--- src/rtl/decoder_scan.sv ---
// Registered N-to-2^N one-hot decoder with enable and a timed auto-scan mode.
// Each scan line is held for DWELL cycles; step/wrap pulse when the index advances.
module decoder_scan #(
   parameter int N          = 2,
   parameter int DWELL      = 4,
   parameter int ACTIVE_LOW = 0
) (
   input  logic                clk,
   input  logic                rst_n,
   input  logic                en,
   input  logic                mode,
   input  logic [N-1:0]        addr,
   input  logic                load,
   output logic [(1<<N)-1:0]   D,
   output logic [N-1:0]        idx,
   output logic                step,
   output logic                wrap
);

   localparam int W  = 1 << N;
   localparam int CW = (DWELL > 1) ? $clog2(DWELL) : 1;
   localparam logic [CW-1:0] CNT_MAX = CW'(DWELL - 1);
   localparam logic [N-1:0]  IDX_MAX = '1;
   localparam logic [W-1:0]  ONE     = W'(1);

   typedef enum logic [1:0] {
      ST_OFF    = 2'd0,
      ST_DIRECT = 2'd1,
      ST_SCAN   = 2'd2
   } state_t;

   state_t          state;
   state_t          state_nxt;
   logic [CW-1:0]   cnt;
   logic [CW-1:0]   cnt_nxt;
   logic [N-1:0]    idx_nxt;
   logic            step_nxt;
   logic            wrap_nxt;
   logic            act;
   logic [W-1:0]    lines;

   always_ff @(posedge clk or negedge rst_n) begin
      if (!rst_n) begin
         state <= ST_OFF;
         idx   <= '0;
         cnt   <= '0;
         act   <= 1'b0;
         step  <= 1'b0;
         wrap  <= 1'b0;
      end else begin
         state <= state_nxt;
         idx   <= idx_nxt;
         cnt   <= cnt_nxt;
         act   <= en;
         step  <= step_nxt;
         wrap  <= wrap_nxt;
      end
   end

   // The edge that enters SCAN keeps cnt at 0, so the first line lasts a full DWELL.
   always_comb begin
      state_nxt = ST_OFF;
      idx_nxt   = idx;
      cnt_nxt   = '0;
      step_nxt  = 1'b0;
      wrap_nxt  = 1'b0;
      if (!en) begin
         state_nxt = ST_OFF;
      end else if (!mode) begin
         state_nxt = ST_DIRECT;
         idx_nxt   = addr;
      end else begin
         state_nxt = ST_SCAN;
         if (load) begin
            idx_nxt = addr;
         end else if (state != ST_SCAN) begin
            cnt_nxt = '0;
         end else if (cnt == CNT_MAX) begin
            idx_nxt  = idx + 1'b1;
            step_nxt = 1'b1;
            wrap_nxt = (idx == IDX_MAX);
         end else begin
            cnt_nxt = cnt + 1'b1;
         end
      end
   end

   assign lines = act ? (ONE << idx) : '0;
   assign D     = (ACTIVE_LOW != 0) ? ~lines : lines;

endmodule

--- config.mk ---
export PLATFORM = sky130hd
export DESIGN_NAME = decoder_scan
export DESIGN_NICKNAME = d
export VERILOG_FILES = /design/src/rtl/decoder_scan.sv
export SDC_FILE = /design/constraint.sdc
export NUM_CORES = 1
export LEC_CHECK = 0
export ABC_AREA = 1
export CORE_AREA = 4 4 41 43
export DETAILED_ROUTE_END_ITERATION = 16
export DIE_AREA = 0 0 45 47
export HOLD_SLACK_MARGIN = 0.02
export MAX_ROUTING_LAYER = met4
export SLEW_MARGIN = 25
export SYNTH_ARGS = -nofsm -noshare
export SYNTH_HDL_FRONTEND = slang
export SYNTH_SLANG_ARGS = --single-unit
--- constraint.sdc ---
create_clock -name clk -period 2.6 [get_ports clk]
set_clock_uncertainty 0.05 [all_clocks]
set_input_delay 0.26 -clock clk [delete_from_list [all_inputs] [get_ports clk]]
set_output_delay 0.26 -clock clk [all_outputs]
set_load 0.03 [all_outputs]
==> reports/qor.csv <==
stage,metric,value,unit
power,powerDensity,521,mW/mm2
worst_setup_path,cp.required,2.29,ns
power,switchingPower,103,uW
routing,route.detailed.drc,0,
cells_and_area,area.growth.synth_to_final,38.4,%
cells_and_area,regArea,225,um2
global_routing,grt_pass1_vias,376,
worst_setup_path,rrSetupSlack,1.38,ns
global_routing,grt_pass1_wl,1410,um
worst_setup_path,reg2reg_to,idx[1]$_DFFE_PN0P_,
synth,yosys.area_share.simple,31.7,%
cells_and_area,final-instance-count-excl-fill,88,
cells_and_area,drive_above_1_share,13.7,%
routing,wl_per_cell,8.97,um
placement,dp.cells,84,
cells_and_area,post-route-util,51.2,%
worst_setup_path,r2r_start,idx[0]$_DFFE_PN0P_,
clock_tree,clk_latency,0.25,ns
floorplanning,fp-row-count,13,
timing,rsz0062_at_grt,no,
timing,setup_viol,0,
timing,slew_headroom,72.6,%
timing,drv_slew,0,
floorplanning,die_w,45,um
synth,ys_warn_count,0,
power,power.leakage,0.363,nW
synth,ys_types,12,
timing,holdWs,0.253,ns
synth,synth-adder-area-share,13.0,%
worst_setup_path,end_kind,output port,
synth,avgSynthCellArea,8.76,um2
clock_tree,h-tree-depth,1,
hold_path,hold_path_class,in2async,
placement,io_buffers,14,
timing,fin_tns_setup,0,ns
placement,dpl.hpwl,656,um
clock_tree,clkSlewWorstSetupHoldPaths,0.06,ns
worst_setup_path,path_buf_inv,3,
synth,synth_top_family_by_area,simple AND/OR/NAND/NOR gates,
worst_setup_path,critPathTopFamily,buffers and inverters,
worst_setup_path,critPathArrivalTime,1.70,ns
placement,finalWeightedCongestion,0.739,
clock_tree,cts_tree,done,
clock_tree,cts.repair.resized,0,
floorplanning,die_area,0.00212,mm2
job,max-cap-violations,0,
cells_and_area,insertedDiodeCount,0,
power,power.share.switching,29.7,%
timing,worst_slew_pin_slew,0.409,ns
worst_setup_path,max_stage_delay,0.65,ns
synth,synth-xor-area-share,0,%
power,seqPwrFrac,44.6,%
cells_and_area,nets,86,
power,irDropWorstVdd,0.347,mV
worst_setup_path,worst-r2r-cell-count,6,
synth,synthMuxAreaShare,0,%
worst_setup_path,crit_type,reg2out,
clock_tree,clockBufferDepth,2,
floorplanning,fp.dieH,47,um
cells_and_area,multi_input_area,215,um2
floorplanning,initial_utilization,37.0,%
synth,syn_nets,67,
global_routing,overflow,0,
global_routing,antenna_found_initial,0,
worst_setup_path,path_common_cell,inv_1,
worst_setup_path,crit_path_start_kind,flop,
worst_setup_path,worstPathCellList,"inv_1, ha_1, nand2_1, inv_1, clkdlybuf4s50_1",
synth,synth_compound_area_share,0,%
routing,antenna_left,0,
outcome,outcome,finished clean,
timing,timing.final.crit_share,77.4,%
routing,via_count,393,
synth,synth_area_leaders,"dfrtp_1 (47%), ha_1 (13%), nand2_1 (12%), inv_1 (7.8%), nand3_1 (5.2%)",
timing,hold_viol,0,
synth,synth.top_cell.area_share,46.8,%
clock_tree,cts_buffers,3,
synth,syn-cell-area,482,um2
global_routing,grt_max_degree,10,
routing,dr.pass1.iters,1,
worst_setup_path,critPathMaxFanout,5,
floorplanning,io_pins,15,
floorplanning,core,0.00130,mm2
global_routing,grt.total_usage,9.81,%
clock_tree,clock-sinks,9,
routing,drtIter0Drc,0,
timing,fmax,497,MHz
power,clockPowerShare,30.0,%
routing,vias_per_cell,4.47,
clock_tree,ctsHoldBuffers,0,
timing,period_needed,2.01,ns
clock_tree,cts-root-buf,clkbuf_4,
power,pwr-share-comb,25.4,%
synth,synth-seq-cells,9,
clock_tree,postCtsSetupRepairBufs,0,
power,internal_power,244,uW
worst_setup_path,crit_path_top_delay_cell,clkdlybuf4s50_1,
synth,netlist_instances,55,
routing,wl,789,um
cells_and_area,fillers,141,
synth,yosys.area.top_type,dfrtp_1,
synth,synth.yosys.seq_area_share,46.8,%
## layout by cell type, fill, tap and decap left out
cell type / Yosys / routed
or2_2: 1 / 1
dfrtp_1: 9 / 9
inv_2: 1 / 1
nor3_1: 1 / 1
clkbuf_4: 0 / 3
nor3b_2: 2 / 2
clkdlybuf4s50_1: 0 / 14
inv_1: 10 / 10
clkbuf_1: 0 / 1
nand2_1: 16 / 16
nor2_4: 1 / 1
nand3_1: 5 / 5
nand2_2: 2 / 2
ha_1: 5 / 5
nor2_1: 2 / 2
## per-layer routing
metal | track usage (%) | up-vias | share of wire [%]
met5 | - | - | 0
met4 | 1.75 | 0 | 0
met3 | 5.75 | 0 | 9.8
met2 | 16.9 | 12 | 47
met1 | 9.60 | 177 | 43
li1 | - | 204 | -
## sequential cells by signal (all words and copies together) (netlist names)
| register | cells |
|---|---|
| wrap | 1 |
| cnt | 2 |
| state | 2 |
| idx | 2 |
| act | 1 |
| step | 1 |
## Yosys cell counts
cell / count
dfrtp_1: 9
ha_1: 5
inv_1: 10
inv_2: 1
nand2_1: 16
nand2_2: 2
nand3_1: 5
nor2_1: 2
nor2_4: 1
nor3_1: 1
nor3b_2: 2
or2_2: 1
## power groups by stage
stage               Clock [mW]  Combinational, mW  Sequential (mW)
floorplan                    0             0.0404            0.165
global placement             0             0.0899            0.157
finish                   0.104             0.0882            0.155
CTS                      0.109             0.0900            0.155
detailed placement           0             0.0895            0.158
global route             0.115             0.0980            0.156
## cells by family (layout without fill, tap and decap cells)
logic type,count (synthesis),after routing
buf+inv,11,29
fa+ha+maj,5,5
simple gates,30,30
flops,9,9
## per-stage QoR
stage / setup slack [ns] / total power, mW / cell area [um2]
after global placement: 0.870 / 0.247 / 641
after global routing: 0.501 / 0.369 / 667
after CTS: 0.572 / 0.354 / 667
after detailed placement: 0.859 / 0.247 / 641
final: 0.588 / 0.347 / 667
after floorplan: 1.24 / 0.206 / 482
## worst reg2reg max path: cells and delay by family (launching register included)
kind | cells | cell delay (ns)
flip-flops | 1 | 0.41
adder cells (fa/ha/maj) | 1 | 0.29
buffers and inverters | 1 | 0.10
AND/OR/NAND/NOR | 4 | 0.26
## worst max-delay path by stage
| stage | start | to | slack, ns | depth (start not counted) |
|---|---|---|---|---|
| floorplan | idx[0]$_DFFE_PN0P_ | D[2] | 1.24 | 4 |
| global placement | idx[0]$_DFFE_PN0P_ | D[2] | 0.87 | 5 |
| detailed placement | idx[0]$_DFFE_PN0P_ | D[0] | 0.86 | 5 |
| CTS | idx[0]$_DFFE_PN0P_ | D[0] | 0.57 | 5 |
| global route | idx[0]$_DFFE_PN0P_ | D[2] | 0.50 | 5 |
| finish | idx[0]$_DFFE_PN0P_ | D[0] | 0.59 | 5 |
## cell type report
cell class                      instances  area share, %
Inverter                               11           6.19
Multi-Input combinational cell         35           32.3
Timing Repair Buffer                   14           21.0
Tap cell                               15           2.81
Clock buffer                            4           3.94
Sequential cell                         9           33.8
Power figures use the tool's default switching activity.
==> patch, RTL diff (config.mk and constraints unchanged) <==
The parameter `DWELL` goes from 4 to 2.
--- a/src/rtl/decoder_scan.sv
+++ b/src/rtl/decoder_scan.sv
@@ -4,3 +4,3 @@
    parameter int N          = 2,
-   parameter int DWELL      = 4,
+   parameter int DWELL      = 2,
    parameter int ACTIVE_LOW = 0
Formal check against the unedited RTL: not equivalent (a bounded check fails within 4 cycles, from zero or initial values and one cycle with rst_n low).
==> patch against the original RTL <==
Critical endpoint unchanged. Combinational power about the same. Routed wire length decreased by 5.3%. Synthesized area decreased by 9.1%. Die area unchanged. First-iteration DRC count increased by 4. Setup slack got worse by 0.024 ns. Sequential cell count decreased by 1. Power decreased by 6.9%. Final area decreased by 7.1%.
==> patch: results <==
[clock_network]
post_cts_resized = 0
clock_latency_ns = 0.25
path_clk_slew_ns = 0.06

[logic_synthesis]
syn-num-nets = 62
synthTopCellsByArea = dfrtp_1, nand2_1, ha_1
synth_fa_ha_area_share_pct = 11.4
synth_common_cells = nand2_1, inv_1, dfrtp_1
synth_seq_area_share_pct = 45.7
synth_cells = 51
async_flop_share_pct = 100

[placed_design]
gp_congestion = 0.739
place_area_sq_um = 597
pre_cts_ws_ns = 0.834
hpwl_microns = 602
dp.cells = 80

[critical_path]
r2r_setup_slack_ns = 1.36
crit_arrival_ns = 1.73
worstReg2RegEnd = idx[1]$_DFFE_PN0P_
r2r_start = idx[0]$_DFFE_PN0P_
critPathMaxStageDelay_ns = 0.66

[finish]
nFillCells = 144
antenna_cells = 0
syn_to_final_growth_pct = 41.4
top_regs = idx: 2 flops, state: 2 flops
final_nets = 81
stdcell_count = 83
layout-drive-gt1-share_pct = 16.2

[route]
wl_met1_microns = 357
totalWireLength_microns = 747
drt_iter0_drc = 4
dr.pass1.iters = 4
vias_per_cell = 3.98
highest_layer = met3
met2_length_microns = 353
route.met3.wl_microns = 36

[timing]
whs_ns = 0.236
worstMarginPinSlew_ns = 0.368

[global_routing]
grt_max_degree = 9
track_usage_pct = 9.14
grt_pass1_vias = 302
grt_pass1_wl_mm = 1.26

[power_and_ir_drop]
peakVddDrop_mv = 0.254
leakagePower_nw = 0.331

[status]
status = completed

[min_path]
hold_class = in2async
## patch: changes by cell type after synthesis, sizes merged
cell,delta
dfrtp,-1
ha,-1
nor3b,-1
or2,-1
## patch: worst reg2reg max path: stages, from the launching register on
cell and delay [ns]:
dfrtp_1 0.42, inv_1 0.11, ha_1 0.31, nand3_1 0.08
nand2_1 0.05, nand3_1 0.06, nand2_1 0.05
## patch: kinds of logic after synthesis
kind of cell / count (synthesis)
DFF: 8
buffers and inverters: 11
adders and majority gates: 4
and+or+nand+nor: 28
## patch: per-layer routing
| layer | up-vias | track usage [%] |
|---|---|---|
| li1 | 185 | - |
| met1 | 137 | 9.79 |
| met2 | 8 | 12.7 |
| met3 | 0 | 2.30 |
| met4 | 0 | 10.5 |
| met5 | - | - |
## patch: worst max path at each step
stage,to,slack [ns],depth (start not counted)
after floorplan,D[0],1.24,4
after global placement,D[0],0.81,5
after detailed placement,D[0],0.83,5
after CTS,D[0],0.54,5
after global routing,D[0],0.46,5
final,D[0],0.56,5
## patch: power breakdown
group	internal [mW]	switching, mW	total (mW)	leakage [nW]
Clock	0.0529	0.0427	0.0955	0.0138
Combinational	0.0382	0.0497	0.0879	0.213
Sequential	0.132	0.00796	0.140	0.104
Total	0.223	0.100	0.323	0.331
## patch: area by class of cell
class / instances / share of cell area, %
Sequential cell: 8 / 32.3
Tap cell: 15 / 3.03
Clock buffer: 3 / 3.64
Multi-Input combinational cell: 32 / 31.7
Inverter: 11 / 6.67
Timing Repair Buffer: 14 / 22.6
